==> src/rtl/traffic_pkg.sv <==
// Shared types and lamp encodings for the two-road timed traffic controller.
package traffic_pkg;

    typedef enum logic [2:0] {
        A_GREEN  = 3'd0,
        A_YELLOW = 3'd1,
        RED_AB   = 3'd2,
        B_GREEN  = 3'd3,
        B_YELLOW = 3'd4,
        RED_BA   = 3'd5,
        FLASH    = 3'd6
    } state_t;

    // Lamp triplets are {red, yellow, green}.
    localparam logic [2:0] RED = 3'b100;
    localparam logic [2:0] YEL = 3'b010;
    localparam logic [2:0] GRN = 3'b001;
    localparam logic [2:0] OFF = 3'b000;

endpackage

==> src/rtl/tick_gen.sv <==
// One-cycle enable pulse every DIV clocks; the design stays on a single clock.
module tick_gen #(
    parameter int DIV = 50_000_000
) (
    input  logic clk,
    input  logic reset,
    output logic tick
);

    // DIV=1 still gets a 1-bit counter that never leaves 0, so tick is constant high.
    localparam int CW = (DIV > 1) ? $clog2(DIV) : 1;
    localparam logic [CW-1:0] LAST = CW'(DIV - 1);

    logic [CW-1:0] cnt_q, cnt_d;

    assign tick = (cnt_q == LAST);

    always_comb begin
        cnt_d = cnt_q + 1'b1;
        if (tick) cnt_d = '0;
    end

    always_ff @(posedge clk) begin
        if (reset) cnt_q <= '0;
        else       cnt_q <= cnt_d;
    end

endmodule

==> src/rtl/timed_traffic_controller.sv <==
// Two-road intersection FSM with min/max green, yellow, all-red clearance and
// a night flashing-yellow mode, all advanced by a divided-down tick enable.
module timed_traffic_controller
    import traffic_pkg::*;
#(
    parameter int DIV          = 50_000_000,
    parameter int GREEN_MIN    = 5,
    parameter int MAX_GREEN    = 15,
    parameter int YELLOW_TICKS = 3,
    parameter int ALLRED_TICKS = 1
) (
    input  logic       clk,
    input  logic       reset,
    input  logic       sa,
    input  logic       sb,
    input  logic       night,
    output logic [2:0] La,
    output logic [2:0] Lb,
    output logic [2:0] phase
);

    localparam int TW = $clog2(MAX_GREEN + 1);
    localparam logic [TW-1:0] GMIN_L = TW'(GREEN_MIN - 1);
    localparam logic [TW-1:0] GMAX_L = TW'(MAX_GREEN - 1);
    localparam logic [TW-1:0] YEL_L  = TW'(YELLOW_TICKS - 1);
    localparam logic [TW-1:0] AR_L   = TW'(ALLRED_TICKS - 1);

    logic          tick;
    state_t        state_q, state_d, nxt;
    logic [TW-1:0] timer_q, timer_d;
    logic          blink_q, blink_d;
    logic          exit_now;

    tick_gen #(.DIV(DIV)) u_tick (
        .clk   (clk),
        .reset (reset),
        .tick  (tick)
    );

    always_comb begin
        state_d  = state_q;
        timer_d  = timer_q;
        blink_d  = blink_q;
        nxt      = state_q;
        exit_now = 1'b0;
        case (state_q)
            A_GREEN:  if (timer_q >= GMIN_L && (!sa || timer_q >= GMAX_L)) begin
                          exit_now = 1'b1; nxt = A_YELLOW;
                      end
            A_YELLOW: if (timer_q == YEL_L) begin exit_now = 1'b1; nxt = RED_AB; end
            RED_AB:   if (timer_q == AR_L)  begin exit_now = 1'b1; nxt = B_GREEN; end
            B_GREEN:  if (timer_q >= GMIN_L && (!sb || timer_q >= GMAX_L)) begin
                          exit_now = 1'b1; nxt = B_YELLOW;
                      end
            B_YELLOW: if (timer_q == YEL_L) begin exit_now = 1'b1; nxt = RED_BA; end
            RED_BA:   if (timer_q == AR_L)  begin exit_now = 1'b1; nxt = A_GREEN; end
            FLASH:    if (!night)           begin exit_now = 1'b1; nxt = RED_BA; end
            default:  begin exit_now = 1'b1; nxt = A_GREEN; end
        endcase
        // Night request overrides any pending exit from a normal state.
        if (night && state_q != FLASH) begin
            exit_now = 1'b1;
            nxt      = FLASH;
        end
        if (tick) begin
            if (exit_now) begin
                state_d = nxt;
                timer_d = '0;
                blink_d = 1'b0;
            end else begin
                if (timer_q != '1) timer_d = timer_q + 1'b1;
                if (state_q == FLASH) blink_d = ~blink_q;
            end
        end
    end

    always_ff @(posedge clk) begin
        if (reset) begin
            state_q <= A_GREEN;
            timer_q <= '0;
            blink_q <= 1'b0;
        end else begin
            state_q <= state_d;
            timer_q <= timer_d;
            blink_q <= blink_d;
        end
    end

    always_comb begin
        La = RED;
        Lb = RED;
        case (state_q)
            A_GREEN:  La = GRN;
            A_YELLOW: La = YEL;
            B_GREEN:  Lb = GRN;
            B_YELLOW: Lb = YEL;
            FLASH: begin
                La = blink_q ? YEL : OFF;
                Lb = blink_q ? YEL : OFF;
            end
            default: ;
        endcase
    end

    assign phase = state_q;

endmodule

==> config.mk <==
export PLATFORM = sky130hd
export DESIGN_NAME = timed_traffic_controller
export DESIGN_NICKNAME = d
export VERILOG_FILES = /design/src/rtl/traffic_pkg.sv /design/src/rtl/tick_gen.sv /design/src/rtl/timed_traffic_controller.sv
export SDC_FILE = /design/constraint.sdc
export NUM_CORES = 1
export LEC_CHECK = 0
export ABC_CLOCK_PERIOD_IN_PS = 2270
export CORE_ASPECT_RATIO = 0.9
export CORE_UTILIZATION = 57
export DETAILED_ROUTE_END_ITERATION = 10
export PLACE_DENSITY = 0.78
export SYNTH_ARGS = -nofsm -noshare
export SYNTH_HDL_FRONTEND = slang
export SYNTH_SLANG_ARGS = --single-unit
==> constraint.sdc <==
create_clock -name clk -period 2.27 [get_ports clk]
set_input_delay 0.681 -clock clk [delete_from_list [all_inputs] [get_ports clk]]
set_output_delay 0.681 -clock clk [all_outputs]
set_load 0.05 [all_outputs]
==> summary.txt, run 1 <==
Finish
  – Most common cell after layout, fill and taps aside: nor2_1
  – Nets: roughly 260
  – Diodes inserted: 0
  – P&R area growth vs syn: 22.8%
  – Commonest cells after routing, fill and taps aside: nor2_1 (36), dfxtp_1 (31), nand2_1 (15), buf_4 (15), nand4_1 (14)
  – Fraction of layout cells with a size suffix above 1: roughly 17%
  – Post-layout util: about 74%
  – Post-Layout Inst Area: 2300 um2
  – # fillers: between 200 and 250

Synthesis
  – EDFF count, synth: 0
  – Avg Cell Area, Syn: between 8 and 9 um2
  – Register area share after synthesis: 36.3%
  – Post-Synthesis Cells: between 200 and 250
  – Synthesized cell area: roughly 1900 um2
  – Post-Syn Nets: 239
  – Cell variety after synth: between 40 and 50
  – #FFs+latches synth: 34
  – Top FF cell, synth: dfxtp_1
  – Synth warn: 0
  – Async SR Flop Fraction: 0%

Routing
  – Final wirelength: about 4800 um
  – Routed Antenna Nets: 0
  – Pre-antenna DRT Iters: 6
  – Via Count: 1850
  – Detailed Route Iter0 Violations: 218
  – Post-route DRC: 0
  – Post-DR vias/cell: 6.27
  – Per-cell routed wire length: about 16 um

Critical path
  – CP max FO: 3
  – FF-to-FF Start: u_tick.cnt_q[0]$_SDFF_PP0_
  – CP startpoint kind: primary input
  – CP Capture Type: flop
  – Crit path max-delay cell type: or4_1
  – Cell family with most CP delay: compound AO/OA/AOI/OAI gates
  – Worst Path Required: roughly 2600 ps
  – CP arrival: about 2500 ps
  – Max stage delay on crit path: about 550 ps
  – Bufs and invs on worst path: 1
  – Crit path launch: sb
  – Critical path class: primary input to flop
  – Crit path cell chain: clkdlybuf4s50_1, a21boi_2, o221ai_2, a221o_1, or4_1, o221ai_1

Clock network
  – CTS tree: yes
  – Clock sinks: 34
  – Num CTS Buffers: 5
  – Worst-Skew Late Latency: 360 ps
  – Clk buf depth: 2
  – Root buf cell: clkbuf_4
  – Hold Buf Count CTS: 0
  – Postcts setup bufs: 0
  – Clock-pin slew of the registers on the worst-case setup and hold paths: ~120 ps
  – CTS H-tree lvls: 2

Timing
  – Slew HR: 69.5%
  – Max Slew Vio Count: 0
  – Final Hold Viols: 0
  – WHS: between 400 and 500 ps
  – Fmax: approximately 450 MHz
  – Skew final: between 15 and 20 ps
  – Worst slew pin tran: 451 ps
  – Final setup margin: 45.1 ps
  – Setup violators final: 0
  – Min Tclk post-route: around 2200 ps
  – Final critical-path share of the clock period: a little over nine tenths

Placement
  – Number of port buffers: 13
  – Placer Congestion: ~0.89
  – Area after DPL: about 2200 um2
  – HPWL after DPL: about 3300 um
  – Place WS: -415 ps

Die
  – DIE AREA: between 3000 and 4000 um2
  – FP Rows: 19
  – Height of the chip: about 56 um
  – Core area: approximately 3100 um2
  – IO Pins: 14
  – Die Span X: ~62 um
  – Starting Density: between 60% and 70%

GRT
  – Total gr overflow: 0
  – GR Util All Layers: 31.2%
  – Largest net degree at the start of global routing: 17
  – Vias in the first global route: about 1800
  – First-pass GRT wire length: between 8000 and 9000 um
  – Initial antenna violation count: 0

Power and ir drop
  – Design Power: between 1 and 1.5 mW
  – Pwr/cell area: about 530 nW/um2
  – Leak: approximately 0.82 nW
  – Peak VDD IR: 412 uV

Flow run
  – Total of max-cap violations: 0

Hold path
  – Worst hold start: u_tick.cnt_q[0]$_SDFF_PP0_
  – Min-delay worst type: flop to flop

Outcome
  – Status: finished clean
[report_power, final]
part	internal (mW)	total, mW	switching [mW]
clock	0.344	0.573	0.228
combinational	0.0207	0.0461	0.0255
sequential	0.600	0.603	0.00301
[path summary, 6_finish.rpt]
path | end | slack, ps | cells after the start
worst max-delay path | timer_q[1]$_SDFFE_PP0P_ | 50 | 6
worst min-delay path | u_tick.cnt_q[0]$_SDFF_PP0_ | 460 | 1
worst max register to register | u_tick.cnt_q[24]$_SDFF_PP0_ | 260 | 7
worst min register to register | u_tick.cnt_q[0]$_SDFF_PP0_ | 460 | 1
[cell families (layout without fill, tap and decap cells)]
family / after synthesis / in the layout / synth area share (%)
AOI/OAI and AO/OA: 32 / 32 / 12.6
xor gates and xnor gates: 24 / 24 / 11.2
adders and majority gates: 4 / 4 / 2.67
buffers and inverters: 19 / 42 / 4.07
DFF: 34 / 34 / 36.3
and+or+nand+nor: 117 / 117 / 33.1
[flip-flops by register name (all words and copies together), names as in the netlist]
signal / cells
u_tick.cnt_q: 26
timer_q: 4
phase: 3
blink_q: 1
[layer usage]
| metal | vias up | share of wire [%] | global-route usage (%) | wire length [um] |
|---|---|---|---|---|
| met5 | - | 0 | 0 | 0 |
| met3 | 9 | 7.8 | 7.72 | 373 |
| li1 | 883 | - | - | - |
| met2 | 75 | 48 | 50.3 | 2300 |
| met1 | 883 | 43 | 41.2 | 2070 |
| met4 | 0 | 1.1 | 9.30 | 54 |
[Yosys cell counts, drive strengths merged, types with 3 or more instances]
cell type	count	area [um2]
o221ai	5	43.8
nand3	12	60.1
ha	4	50.1
a21oi	7	35.0
xor2	13	114
nand4	14	87.6
nand2	15	56.3
and2	3	18.8
clkbuf	6	22.5
nor4	3	25.0
and3	7	43.8
nor2	38	143
nor3	8	45.0
a211oi	3	22.5
nor4b	3	26.3
dfxtp	34	681
inv	8	30.0
buf	4	20.0
nor4bb	3	30.0
xnor2	11	96.3
[through the flow]
step	TNS [ps]	std cells
2_1_floorplan	-1010	230
3_3_place_gp	-993	287
4_1_cts	-3.87	295
6_report	0	295
5_1_grt	-0.511	295
3_5_place_dp	-1980	287
[repair_timing]
item | 4_1_cts | 5_1_grt
resized for setup | 3 | 7
endpoints found under the setup margin | 5 | 9
pin swaps | 0 | 0
endpoints found under the hold margin | 0 | 0
[final cells by class]
class | count | area [um2] | share of cell area [%]
clock inverters | 3 | 68.8 | 2.99
inverters | 9 | 33.8 | 1.47
repair buffers | 25 | 275 | 12.0
multi-input cells | 177 | 1150 | 49.8
clock buffers | 5 | 37.5 | 1.63
flip-flops and latches | 34 | 687 | 29.8
well taps | 42 | 52.6 | 2.28
No activity file was read; power rests on OpenSTA's default activity.
==> run 2: changes to the inputs <==
Settings changed: CORE_ASPECT_RATIO 0.9 to 1.5, CTS_BUF_LIST set to sky130_fd_sc_hd__clkbuf_8 sky130_fd_sc_hd__clkbuf_16.
==> run 2 against run 1 <==
  * Final area down 1.5%
  * Count of clock-buffer cells in the layout up 1
  * Clock skew down 9.6 ps
==> summary.txt, run 2 (synthesis gave the netlist of run 1 again) <==
Placement
  – Number of port buffers: 13 (unchanged)
  – HPWL after DPL: 2970 um (-9.4%)
  – Post-Place Cells: 283 (-1.4%)
  – Area after DPL: 2160 um2 (-0.23%)
  – Placer Congestion: 0.900 (+1.5%)

Finish
  – Fin cells: 292 (-1.0%)
  – Fraction of layout cells with a size suffix above 1: 14.7% (-2.3 points)
  – P&R area growth vs syn: 21.0%
  – Post-Layout Inst Area: 2270 um2 (-1.5%)
  – Diodes inserted: 0 (unchanged)
  – Commonest cells after routing, fill and taps aside: nor2_1 (36), dfxtp_1 (32), nand2_1 (15)
  – Number of flip-flops under the largest register name: 26 (unchanged)
  – Top reg by flops: u_tick.cnt_q
  – Most common cell after layout, fill and taps aside: nor2_1
  – Nets: 260 (-0.38%)

Clock network
  – Clock-pin slew of the registers on the worst-case setup and hold paths: 70 ps (-50 ps)
  – Root buf cell: clkbuf_8
  – CTS H-tree lvls: 2 (unchanged)
  – Worst-Skew Late Latency: 290 ps (-70 ps)
  – Num CTS Buffers: 5 (unchanged)
  – Hold Buf Count CTS: 0 (unchanged)
  – CTS tree: yes
  – Clock sinks: 34 (unchanged)
  – Clk buf depth: 2 (unchanged)

Die
  – Die Span X: 48.8 um (-22%)
  – Core area: 3130 um2 (+1.2%)
  – Starting Density: 59.9% (-0.73 points)
  – FP Rows: 25 (+6)
  – DIE AREA: 3530 um2 (+0.12%)
  – Height of the chip: 72.2 um (+28%)
  – IO Pins: 14 (unchanged)

Critical path
  – Max stage delay on crit path: 520 ps (-30 ps)
  – CP max FO: 3 (unchanged)
  – CP arrival: 2460 ps (-50 ps)
  – CP Capture Type: flop
  – Most numerous cell on the critical path: o221ai_1
  – Crit path cell chain: clkdlybuf4s50_1, a21boi_1, o221ai_1, a221o_1, or4_1, o221ai_1
  – Worst Path Required: 2480 ps (-80 ps)
  – Critical path class: primary input to flop
  – CP startpoint kind: primary input
  – Cell family with most CP delay: compound AO/OA/AOI/OAI gates
  – Crit path max-delay cell type: or4_1
  – Bufs and invs on worst path: 1 (unchanged)

Timing
  – Worst slew pin tran: 499 ps (+48.3 ps)
  – Final critical-path share of the clock period: 98.9% (+0.92 points)
  – Fmax: 445 MHz (-0.93%)
  – Min Tclk post-route: 2250 ps (+20.8 ps)
  – RSZ-0062 raised after global routing: false
  – Slew HR: 66.5% (-3.1 points)
  – Setup violators final: 0 (unchanged)
  – Final Hold Viols: 0 (unchanged)
  – Max Slew Vio Count: 0 (unchanged)
  – Skew final: 5.74 ps (-9.63 ps)

Routing
  – Detailed Route Iter0 Violations: 80 (-63%)
  – Post-DR vias/cell: 5.93 (-5.5%)
  – Pre-antenna DRT Iters: 4 (-2)
  – Via Count: 1731 (-6.4%)
  – Final wirelength: 4070 um (-15%)
  – Per-cell routed wire length: 13.9 um (-14%)
  – Routed Antenna Nets: 0 (unchanged)
  – Post-route DRC: 0 (unchanged)

GRT
  – First-pass GRT wire length: 7000 um (-18%)
  – Vias in the first global route: 1653 (-7.8%)
  – Total gr overflow: 0 (unchanged)
  – Largest net degree at the start of global routing: 24 (+7)
  – Initial antenna violation count: 0 (unchanged)
  – GR Util All Layers: 26.0% (-5.2 points)

Power and ir drop
  – Leak: 0.814 nW (-0.70%)
  – Pwr/cell area: 485 nW/um2 (-8.5%)
  – Peak VDD IR: 474 uV (+15%)

Flow run
  – Total of max-cap violations: 0 (unchanged)

Hold path
  – Min-delay worst type: flop to flop

Outcome
  – Status: finished clean
-- run 2: changes by cell type in the layout (fill, tap and decap cells not counted), moves of 2 or more --
cell	previous run	this run
clkbuf_8	0	6
buf_4	15	13
a21boi_2	2	0
clkbuf_4	5	0
bufinv_16	2	0
a21boi_1	0	2
-- run 2: worst paths after layout --
| kind | from | to | slack (ps) | depth (start not counted) |
|---|---|---|---|---|
| worst max-delay path | sb | timer_q[0]$_SDFFE_PP0P_ | 20 | 6 |
| worst min-delay path | u_tick.cnt_q[0]$_SDFF_PP0_ | u_tick.cnt_q[0]$_SDFF_PP0_ | 450 | 1 |
| worst max register to register | phase[1]$_SDFFE_PP0P_ | timer_q[0]$_SDFFE_PP0P_ | 250 | 5 |
| worst min register to register | u_tick.cnt_q[0]$_SDFF_PP0_ | u_tick.cnt_q[0]$_SDFF_PP0_ | 450 | 1 |
-- run 2: worst reg2reg max path, stage by stage, from the launching register on --
cell	delay, ps
dfxtp_1	550
and3b_1	240
o2111a_1	250
a221o_1	300
or4_1	520
o221ai_1	80
-- run 2: timing repair --
item	CTS	global route
resized for setup	0	4
endpoints found under the setup margin	0	8
buffers inserted	0	1
-- run 2: stage by stage --
| stage | TNS [ps] | hold WS (ps) | power, mW | setup slack [ps] | utilization (%) |
|---|---|---|---|---|---|
| 6_report | 0 | 450 | 1.10 | 24.3 | 72.5 |
| 5_1_grt | 0 | 482 | 1.15 | 0.146 | 72.5 |
| 4_1_cts | 0 | 451 | 1.11 | 11.4 | 72.0 |
| 3_5_place_dp | -1160 | 436 | 0.663 | -273 | 69.1 |
| 3_3_place_gp | -993 | 434 | 0.661 | -238 | 69.1 |
| 2_1_floorplan | -1010 | 418 | 0.640 | -413 | - |
-- run 2: report_power, final --
part / switching (mW) / internal (mW) / leakage (nW) / total [mW]
registers: 0.00335 / 0.601 / 0.275 / 0.604
logic: 0.0241 / 0.0223 / 0.486 / 0.0464
clock network: 0.210 / 0.240 / 0.0524 / 0.449
-- run 2: area by class of cell --
cell class / instances / area, um2
inverters: 9 / 33.8
fillers: 251 / 861
clock inverters: 2 / 8.76
multi-input cells: 177 / 1130
clock buffers: 6 / 82.6
repair buffers: 24 / 280
well taps: 40 / 50.0
flip-flops and latches: 34 / 683
-- run 2: metal layers --
layer | global-route usage [%] | up-vias | part of all wire (%)
li1 | - | 875 | -
met1 | 26.5 | 806 | 41
met5 | 0 | - | 0
met2 | 47.4 | 37 | 52
met4 | 17.0 | 0 | 3.3
met3 | 5.45 | 13 | 2.8
==> variant, RTL diff (flow settings as in run 2) <==
Register the output `Lb`, cleared by the reset; this adds one clock of latency there. The other outputs are not delayed to match.
--- a/src/rtl/timed_traffic_controller.sv
+++ b/src/rtl/timed_traffic_controller.sv
@@ -24,6 +24,8 @@
     localparam logic [TW-1:0] GMAX_L = TW'(MAX_GREEN - 1);
     localparam logic [TW-1:0] YEL_L  = TW'(YELLOW_TICKS - 1);
     localparam logic [TW-1:0] AR_L   = TW'(ALLRED_TICKS - 1);
+
+    logic [2:0] Lb_d;
 
     logic          tick;
     state_t        state_q, state_d, nxt;
@@ -88,15 +90,15 @@
 
     always_comb begin
         La = RED;
-        Lb = RED;
+        Lb_d = RED;
         case (state_q)
             A_GREEN:  La = GRN;
             A_YELLOW: La = YEL;
-            B_GREEN:  Lb = GRN;
-            B_YELLOW: Lb = YEL;
+            B_GREEN:  Lb_d = GRN;
+            B_YELLOW: Lb_d = YEL;
             FLASH: begin
                 La = blink_q ? YEL : OFF;
-                Lb = blink_q ? YEL : OFF;
+                Lb_d = blink_q ? YEL : OFF;
             end
             default: ;
         endcase
@@ -104,5 +106,13 @@
 
     assign phase = state_q;
 
+    always_ff @(posedge clk) begin
+        if (reset) begin
+            Lb <= '0;
+        end else begin
+            Lb <= Lb_d;
+        end
+    end
+
 endmodule
 
Formal check against the unedited RTL: not equivalent (a bounded check fails within 4 cycles, from zero or initial values and one cycle with reset high).
==> variant against run 2 <==
First-iteration DRC count down 65%. Critical path depth down 3. Power up 5.6%. Maximum frequency up 4.2%. Design area up 1.0%. Critical path type is now reg -> out. Area after synthesis up 8.5%. Sequential cell count up 3. Setup slack better by 0.090 ns. Wire length down 10%. Highest routed layer unchanged.
==> variant: results (changes against run 2) <==
* Synth unique cells at 52 (+24%)
* Sequential fraction of the synthesis area at 36.43% (+0.12 points)
* Avg WL per Cell at 12.60 um (-9.7%)
* Largest net degree at the start of global routing at 25 (+4.2%)
* Detail Placement HPWL at 2661 um (-10%)
* Syn nets at 245 (+2.5%)
* Via-to-Cell Ratio at 5.591 (-5.7%)
* Placer Congestion at 0.8026 (-11%)
* Cells on worst reg2reg path at 6 (+1)
* FF+latch area at 740.7 um^2 (+8.4%)
* Status: completed
* Post-layout nets at 258 (-0.77%)
* Crit path max fanout at 15 (+12)
* Peak supply drop at 0.5031 mV (+6.2%)
* Worst EP arrival at 1.48 ns (-0.98 ns)
* Slew @ Worst Pin at 0.4921 ns (-0.006798 ns)
* Vias in the first global route at 1454 (-12%)
* 1st-iter DRT viols at 28 (-65%)
* Top post-synthesis cells by area: dfxtp_1, xnor2_1, nor2_1
* Fraction of layout cells with a size suffix above 1 at 14.46% (-0.22 points)
* Reg-to-reg startpoint: phase[0]
* Layout filler cell count at 291 (+16%)
* Worst slack, placed at -0.04927 ns (+0.2233 ns)
* Static Leak at 0.7202 nW (-12%)
* GRT Total Usage at 21.94% (-4.1 points)
* First-pass GRT wire length at 6272 um (-10%)
* Setup Skew at 0.004195 ns (-0.001549 ns)
* Switching Fraction at 21.30% (-0.26 points)
* Post-DP Area at 2205 um^2 (+2.0%)
==> variant: logic make-up (layout without fill, tap and decap cells) <==
group,after synthesis,count (layout),synth area share (%)
buffers and inverters,26,39,6.831
and+or+nand+nor,113,113,30.89
xor gates and xnor gates,24,24,10.34
adders and majority gates,4,4,2.462
AOI/OAI and AO/OA,30,30,12.00
muxes,2,2,1.046
DFF,37,37,36.43
==> variant: final cells by class <==
cell class                 count  area share (%)
multi-input combinational    173           50.68
inverter                      12           1.966
timing repair buffer          20           8.957
clock buffer                   6           3.605
sequential                    37           32.33
tap                           42           2.294
clock inverter                 1          0.1638
==> variant: how the worst max path moves through the flow <==
stage               cells after the start  slack, ns         end     start
global route                            3       0.02       La[1]  phase[0]
global placement                        7   -0.00006  timer_q[2]        sb
finish                                  3       0.11       La[1]  phase[0]
floorplan                               3      -0.21       La[1]  phase[1]
CTS                                     3       0.09       La[1]  phase[0]
detailed placement                      7      -0.05  timer_q[2]        sb
==> variant: critical path, cell delays in order, from the launching register on <==
cell      delay, ns
dfxtp_1        0.46
nand3b_1       0.31
o21ai_1        0.25
buf_12         0.17
==> variant: power groups by stage <==
stage | combinational [mW] | sequential [mW] | clock [mW]
after floorplan | 0.0289 | 0.676 | 0
after CTS | 0.0521 | 0.658 | 0.472
after global placement | 0.0514 | 0.673 | 0
final | 0.0514 | 0.658 | 0.453
after global routing | 0.0575 | 0.658 | 0.500
after detailed placement | 0.0518 | 0.673 | 0
==> variant: per-layer routing <==
layer	vias up	share of wire (%)	global-route usage, %
li1	849	-	-
met4	0	2.0	9.568
met5	-	0	0
met1	752	43	23.73
met3	7	2.2	4.848
met2	19	52	40.59
==> variant: per-stage QoR <==
stage | hold slack (ns) | cells
CTS | 0.4529 | 291
global placement | 0.4326 | 284
finish | 0.4495 | 291
floorplan | 0.4175 | 236
global route | 0.4872 | 291
detailed placement | 0.4379 | 284
